[config.mk]
export PLATFORM = sky130hd
export DESIGN_NAME = password_fsm
export DESIGN_NICKNAME = d
export VERILOG_FILES = /design/src/rtl/password_fsm.sv
export SDC_FILE = /design/constraint.sdc
export NUM_CORES = 1
export LEC_CHECK = 0
export ABC_AREA = 1
export CORE_ASPECT_RATIO = 0.7
export CORE_MARGIN = 3
export CORE_UTILIZATION = 56
export CTS_CLUSTER_SIZE = 24
export DETAILED_ROUTE_END_ITERATION = 12
export DONT_BUFFER_PORTS = 1
export GPL_TIMING_DRIVEN = 1
export PLACE_DENSITY = 0.71
export SYNTH_ARGS = -nofsm -noshare
export SYNTH_HDL_FRONTEND = slang
export SYNTH_SLANG_ARGS = --single-unit
[constraint.sdc]
create_clock -name clk -period 1.57 [get_ports clk]
set_input_delay 0.2355 -clock clk [delete_from_list [all_inputs] [get_ports clk]]
set_output_delay 0.2355 -clock clk [all_outputs]
set_load 0.02 [all_outputs]
[src/rtl/password_fsm.sv]
// Password entry FSM: collects N_DIGITS digits, checks against PASSWORD, times unlock/error/lockout.
// Latency: flags rise one cycle after the final digit is captured (one CHECK cycle).
// Backpressure: none; pulses outside ENTRY are dropped, never buffered.
module password_fsm #(
    parameter int unsigned                  N_DIGITS    = 4,
    parameter int unsigned                  DIGIT_W     = 4,
    parameter logic [N_DIGITS*DIGIT_W-1:0]  PASSWORD    = 16'h1234,
    parameter int unsigned                  MAX_FAILS   = 3,
    parameter int unsigned                  OPEN_CYCLES = 50_000_000,
    parameter int unsigned                  ERR_CYCLES  = 25_000_000,
    parameter int unsigned                  LOCK_CYCLES = 250_000_000
) (
    input  logic                              clk,
    input  logic                              rst,
    input  logic [DIGIT_W-1:0]                digit_in,
    input  logic                              enter_pulse,
    input  logic                              clear_pulse,
    output logic                              unlocked,
    output logic                              error,
    output logic                              locked_out,
    output logic [$clog2(N_DIGITS+1)-1:0]     digit_count,
    output logic [7:0]                        fail_count
);

    localparam int unsigned CW    = $clog2(N_DIGITS + 1);
    localparam int unsigned SRW   = N_DIGITS * DIGIT_W;
    localparam int unsigned T_MAX = (OPEN_CYCLES > ERR_CYCLES)
                                    ? ((OPEN_CYCLES > LOCK_CYCLES) ? OPEN_CYCLES : LOCK_CYCLES)
                                    : ((ERR_CYCLES > LOCK_CYCLES) ? ERR_CYCLES : LOCK_CYCLES);
    localparam int unsigned TW    = (T_MAX > 1) ? $clog2(T_MAX) : 1;

    localparam logic [TW-1:0] OPEN_LAST = TW'(OPEN_CYCLES - 1);
    localparam logic [TW-1:0] ERR_LAST  = TW'(ERR_CYCLES - 1);
    localparam logic [TW-1:0] LOCK_LAST = TW'(LOCK_CYCLES - 1);
    localparam logic [CW-1:0] LAST_IDX  = CW'(N_DIGITS - 1);

    typedef enum logic [2:0] {
        S_ENTRY,
        S_CHECK,
        S_OPEN,
        S_FAIL,
        S_LOCKOUT
    } state_t;

    state_t         state_q, state_d;
    logic [SRW-1:0] sr_q, sr_d;
    logic [CW-1:0]  cnt_q, cnt_d;
    logic [7:0]     fail_q, fail_d;
    logic [TW-1:0]  timer_q, timer_d;
    logic [7:0]     fail_inc;

    always_ff @(posedge clk or negedge rst) begin
        if (!rst) begin
            state_q <= S_ENTRY;
            sr_q    <= '0;
            cnt_q   <= '0;
            fail_q  <= '0;
            timer_q <= '0;
        end else begin
            state_q <= state_d;
            sr_q    <= sr_d;
            cnt_q   <= cnt_d;
            fail_q  <= fail_d;
            timer_q <= timer_d;
        end
    end

    assign fail_inc = (fail_q == 8'hFF) ? fail_q : fail_q + 8'd1;

    always_comb begin
        state_d = state_q;
        sr_d    = sr_q;
        cnt_d   = cnt_q;
        fail_d  = fail_q;
        timer_d = timer_q;
        case (state_q)
            S_ENTRY: begin
                // clear takes priority so a colliding digit is dropped
                if (clear_pulse) begin
                    sr_d  = '0;
                    cnt_d = '0;
                end else if (enter_pulse) begin
                    sr_d  = (sr_q << DIGIT_W) | SRW'(digit_in);
                    cnt_d = cnt_q + CW'(1);
                    if (cnt_q == LAST_IDX) state_d = S_CHECK;
                end
            end
            S_CHECK: begin
                timer_d = '0;
                cnt_d   = '0;
                sr_d    = '0;
                if (sr_q == PASSWORD) begin
                    state_d = S_OPEN;
                    fail_d  = '0;
                end else if (({1'b0, fail_q} + 9'd1) >= 9'(MAX_FAILS)) begin
                    state_d = S_LOCKOUT;
                    fail_d  = fail_inc;
                end else begin
                    state_d = S_FAIL;
                    fail_d  = fail_inc;
                end
            end
            S_OPEN: begin
                timer_d = timer_q + TW'(1);
                if (timer_q == OPEN_LAST) state_d = S_ENTRY;
            end
            S_FAIL: begin
                timer_d = timer_q + TW'(1);
                if (timer_q == ERR_LAST) state_d = S_ENTRY;
            end
            S_LOCKOUT: begin
                timer_d = timer_q + TW'(1);
                if (timer_q == LOCK_LAST) begin
                    state_d = S_ENTRY;
                    fail_d  = '0;
                end
            end
            default: state_d = S_ENTRY;
        endcase
    end

    assign unlocked    = (state_q == S_OPEN);
    assign error       = (state_q == S_FAIL);
    assign locked_out  = (state_q == S_LOCKOUT);
    assign digit_count = cnt_q;
    assign fail_count  = fail_q;

endmodule

# ---- Word-level counts from Yosys, hierarchy flattened
# Cells that the tools add are included.
dict set report op_classes {
  add_sub_neg 4
  magnitude_cmp 1
  eq_ne 18
  muxes 20
  n_bitwise 1
  n_reduce_logical 8
}
# op n
set op_table {}
lappend op_table {{$pmux W28 S2} 1}
lappend op_table {{$mux W16} 2}
lappend op_table {{$pmux W16 S2} 1}
lappend op_table {{$mux W3} 10}
lappend op_table {{$add A28 B1 Y28 const B} 1}
lappend op_table {{$eq A28 B25 Y1 const B} 1}
lappend op_table {{$eq A28 B26 Y1 const B} 1}
lappend op_table {{$eq A28 B28 Y1 const B} 1}
lappend op_table {{$mux W8} 3}
lappend op_table {{$eq A16 B13 Y1 const B} 1}
lappend op_table {{$or A16 B4 Y16} 1}
lappend op_table {{$pmux W8 S2} 1}
lappend op_table {{$pmux W3 S5} 1}
lappend op_table {{$add A8 B1 Y9 const B} 1}
lappend op_table {{$eq A3 B2 Y1 const B} 3}
lappend op_table {{$ge A9 B2 Y1 const B} 1}
lappend op_table {{$add A8 B1 Y8 const B} 1}
lappend op_table {{$eq A8 B8 Y1 const B} 1}
lappend op_table {{$ne A2 B1 Y1 const B} 3}
lappend op_table {{$ne A2 B2 Y1 const B} 3}
lappend op_table {{$ne A3 B3 Y1 const B} 2}
lappend op_table {{$pmux W3 S2} 1}
lappend op_table {{$reduce_and A6 Y1} 1}
lappend op_table {{$reduce_bool A2 Y1} 3}
lappend op_table {{7 further kinds} 7}
dict set report totals {
  register_bits 58
  output_inout_bits 14
}

# ---- Longest topological paths before layout
dict set report depth {
  ltp_word 5
  mapped_depth 12
  mapped_depth_nobuf 12
}

# ---- Least setup slack after synthesis
# No wires, ideal clock.
dict set report synth_path {
  path_type {register to register}
  startpoint {register fail_q[1], in the netlist fail_count[1]}
  endpoint {register fail_q[6], in the netlist fail_count[6]}
  setup_time_ns 0.074
  arrival_ns 1.576
  required_ns 1.496
  slack_ns -0.080
  path_stages_with_launch 11
  n_path_buf 1
  cell_sequence {dfrtp_1 ha_1 nand2_1 nor2_1 nand3_1 inv_1 nand2_2 nand3_4 buf_6 nand2_1 o21ai_2}
}
dict set report synth_via {
  elab_chain_len 4
  word_cells_on_any_way 7
  cone_classes {add/sub: 1; eq/ne: 2; mux: 3; reduce/logical: 1}
}
# item line_no
set synth_rtl {}
lappend synth_rtl {{start: declaration} 48} ;# logic [7:0] fail_q, fail_d;
lappend synth_rtl {{start signal: assignment} 63} ;# fail_q <= fail_d;
lappend synth_rtl {{$add A8 B1 Y8} 68} ;# assign fail_inc = (fail_q == 8'hFF) ? fail_q : fail_q + 8'd1;
lappend synth_rtl {{$mux W8} 68}
lappend synth_rtl {{$mux W8} 92} ;# if (sr_q == PASSWORD) begin
lappend synth_rtl {{$pmux W8 S2} 76} ;# case (state_q)
# Several ways; a longest one is shown, not always the timed one. The select of a mux whose other input is x is not followed.
# A chain may end at the register's enable or synchronous reset.

# ---- Worst setup path in the final report
dict set report layout_path {
  startpoint {register timer_q[0]}
  endpoint {register fail_q[3], in the netlist fail_count[3]}
}
dict set report layout_via {
  elab_chain_len 3
}
# item line_no
set layout_rtl {}
lappend layout_rtl {{start: declaration} 49} ;# logic [TW-1:0] timer_q, timer_d;
lappend layout_rtl {{start signal: assignment} 64} ;# timer_q <= timer_d;
lappend layout_rtl {{$eq A28 B28 Y1} 113} ;# if (timer_q == LOCK_LAST) begin
lappend layout_rtl {{$ne A2 B1 Y1 (no line)} --}
lappend layout_rtl {{$reduce_and A3 Y1 (no line)} --}
# No other way between the ends.

==> flow_summary.ini <==
[die]
die_h_um = 71.43
die_area_mm2 = 0.007104
coreArea_mm2 = 0.005813
rows = 23
pin_count = 22
start_util_pct = 58.91
dieWidth_um = 99.47

[critical_path]
start_kind = flop
crit_top_cell = nand2_2
crit_fanout = 8
r2r_cells = 10
crit_path_end_kind = flop
crit_arrival_ps = 1910
slowest_delay_ps = 360
crit_slowest_cell = dfrtp_1
critPathRequiredTime_ps = 1800
cp_cell_sequence = ha_2 -> nand2_2 -> nor2_4 -> nand3_2 -> nor2_2 -> nand2_2 -> nand2_4 -> nand3_4 -> nand2_2 -> o21ai_2
path_class = reg2reg

[layout]
nets = 557
syn_to_final_growth_pct = 30.14
fillers = 397
drive_above_1_share_pct = 31.51
fin_cells = 624
diodes = 0
layout_common_cells = 106 x nand2_1, 66 x inv_1, 57 x buf_4, 54 x dfrtp_1, 46 x nor2_1
final_util_pct = 76.67
layout_commonest_cell = nand2_1

[detailed_routing]
wl_um = 9479
drtPass1Iterations = 5
ant_nets = 0
viasPerCell = 5.575
wl_per_cell_um = 15.19
drc = 0
vias = 3479
drt_iter0_drc = 253

[timing]
fin_skew_ps = 9.914
worst_pin_slew_ps = 343.7
fmax_mhz = 594.4
fin_setup_tns_ps = -1188
setup_viol = 18
setup_ws_ps = -112.4
rsz0062_at_grt = true
hold_viol_final = 0
slew_headroom_pct = 77.08
report.final.slew_viol_count = 0
finalCritPeriodShare_pct = 107.2
fin_crit_ps = 1682

[synth]
ys_seq_area_share_pct = 42.38
synth_cells = 472
yosysWarningCount = 0
synth-seq-cells = 58
syn_area_per_cell_um2 = 7.255
synth_area_mm2 = 0.003425
ys_types = 35
synth.net_count = 485

[worst_hold_path]
hp-class = in2reg
hold_depth = 2

[clock_network]
htree_levels = 3
cts.clk_slew.worst_paths_ps = 80
cts.sinks = 58
tritoncts.num_buffers = 9
clk-insertion-delay-late_ps = 350
cts_tree = yes
clock-root-buffer = clkbuf_8
cts_buffer_depth = 2

[power]
power_report.internal_total_mw = 2.085
sw_frac_of_total_pct = 26.04
powerDensity_mw_per_mm2 = 632.5
p_clk_share_pct = 45.5
vdd_ir_drop_max_v = 0.0006138
comb_power_share_pct = 1.6
p_leak_nw = 1.974
p_sw_mw = 0.7340
p_seq_share_pct = 52.9

[global_routing]
grt_pass1_vias = 3070
grt_pass1_wl_um = 14840
grt_antenna_before_repair = 0
track_usage_pct = 26.37
grt.overflow.total = 0
grt_max_degree = 59

[outcome]
status = finished, violations left
failed_checks = negative setup slack

[place]
port_buffers = 0
gp_congestion = 0.9019
hpwl_um = 6229
place_inst = 597

[run]
drv_cap = 0
[through the flow]
stage / hold slack, ps / setup WS, ps / power [mW] / area (um2)
floorplan: -60.09 / 12.44 / 1.528 / 3427
global placement: -58.69 / -8.628 / 1.528 / 3904
detailed placement: -58.70 / -91.58 / 1.528 / 3904
CTS: -438.9 / -33.12 / 2.782 / 4177
global route: 3.204 / -210.2 / 2.917 / 4457
finish: 22.47 / -112.4 / 2.819 / 4457
[cell usage after synthesis, drive strengths merged]
cell type | count | area, um2
o21a | 1 | 7.510
dfrtp | 58 | 1451
nand3 | 38 | 230.2
nand4 | 7 | 43.79
inv | 77 | 289.0
a31oi | 2 | 27.53
nor2 | 71 | 304.0
a21boi | 1 | 7.510
a22oi | 1 | 7.510
or3 | 1 | 6.260
xor2 | 1 | 8.760
o21ai | 33 | 195.2
buf | 4 | 26.27
o21bai | 1 | 7.510
nor3 | 13 | 81.33
a21oi | 12 | 63.81
ha | 5 | 62.56
nand2 | 127 | 484.2
nand3b | 1 | 7.510
clkbuf | 1 | 3.750
o22ai | 16 | 100.1
a22o | 1 | 8.760
[power by group through the flow]
stage | sequential [mW] | clock (mW) | combinational (mW)
after floorplan | 1.52 | 0 | 0.00539
after global placement | 1.52 | 0 | 0.00588
after detailed placement | 1.52 | 0 | 0.00611
after CTS | 1.49 | 1.28 | 0.00612
after global routing | 1.49 | 1.37 | 0.0515
final | 1.49 | 1.28 | 0.0447
[area by class of cell]
| cell class | count | area [um2] | share of cell area (%) |
|---|---|---|---|
| clock buffers | 9 | 123.9 | 2.779 |
| repair buffers | 65 | 533.0 | 11.96 |
| inverters | 77 | 291.5 | 6.541 |
| clock inverters | 7 | 56.30 | 1.263 |
| well taps | 75 | 93.84 | 2.106 |
| flip-flops and latches | 58 | 1456 | 32.68 |
| multi-input cells | 333 | 1902 | 42.67 |
[worst paths after layout]
check                                        from  slack, ps                         to
setup reg to reg           timer_q[0]$_DFFE_PN0P_       -110  fail_count[3]$_DFFE_PN0P_
setup / recovery           timer_q[0]$_DFFE_PN0P_       -110  fail_count[3]$_DFFE_PN0P_
hold reg to reg              sr_q[15]$_DFFE_PN0P_        490       sr_q[15]$_DFFE_PN0P_
max in group asynchronous                     rst        890  fail_count[1]$_DFFE_PN0P_
hold / removal                        digit_in[2]         20        sr_q[2]$_DFFE_PN0P_
min in group asynchronous                     rst        390  fail_count[4]$_DFFE_PN0P_
[layer usage]
| metal | global-route usage, % | vias up | wire length [um] |
|---|---|---|---|
| met5 | 0 | - | 0 |
| met4 | 5.303 | 0 | 78 |
| met3 | 8.074 | 11 | 781 |
| met2 | 37.20 | 178 | 4216 |
| met1 | 40.14 | 1627 | 4403 |
| li1 | - | 1663 | - |
[flip-flops by register name, summed over array words and instances (netlist names)]
signal / flops
timer_q: 28
fail_count: 8
state_q: 3
digit_count: 3
sr_q: 16
[cell families after synthesis]
family	Yosys count	synth area share (%)
AO/OA/AOI/OAI	68	12.42
XOR/XNOR	1	0.2558
buffers and inverters	82	9.317
AND/OR/NAND/NOR	258	33.80
flip-flops	58	42.38
adder cells (fa/ha/maj)	5	1.827
[critical path: cells and delay by family, from the launching register on]
| family | cells | cell delay, ps |
|---|---|---|
| AO/OA/AOI/OAI | 1 | 60 |
| adder cells (fa/ha/maj) | 1 | 180 |
| flip-flops | 1 | 360 |
| AND/OR/NAND/NOR | 8 | 960 |
[repair_timing]
action,in CTS,in global routing
gates resized for setup,16,68
endpoints found under the setup margin,19,52
setup buffers,5,4
pin swaps,9,21
hold endpoints to repair,58,58
gates cloned,1,0
(Power assumes the default switching activity.)
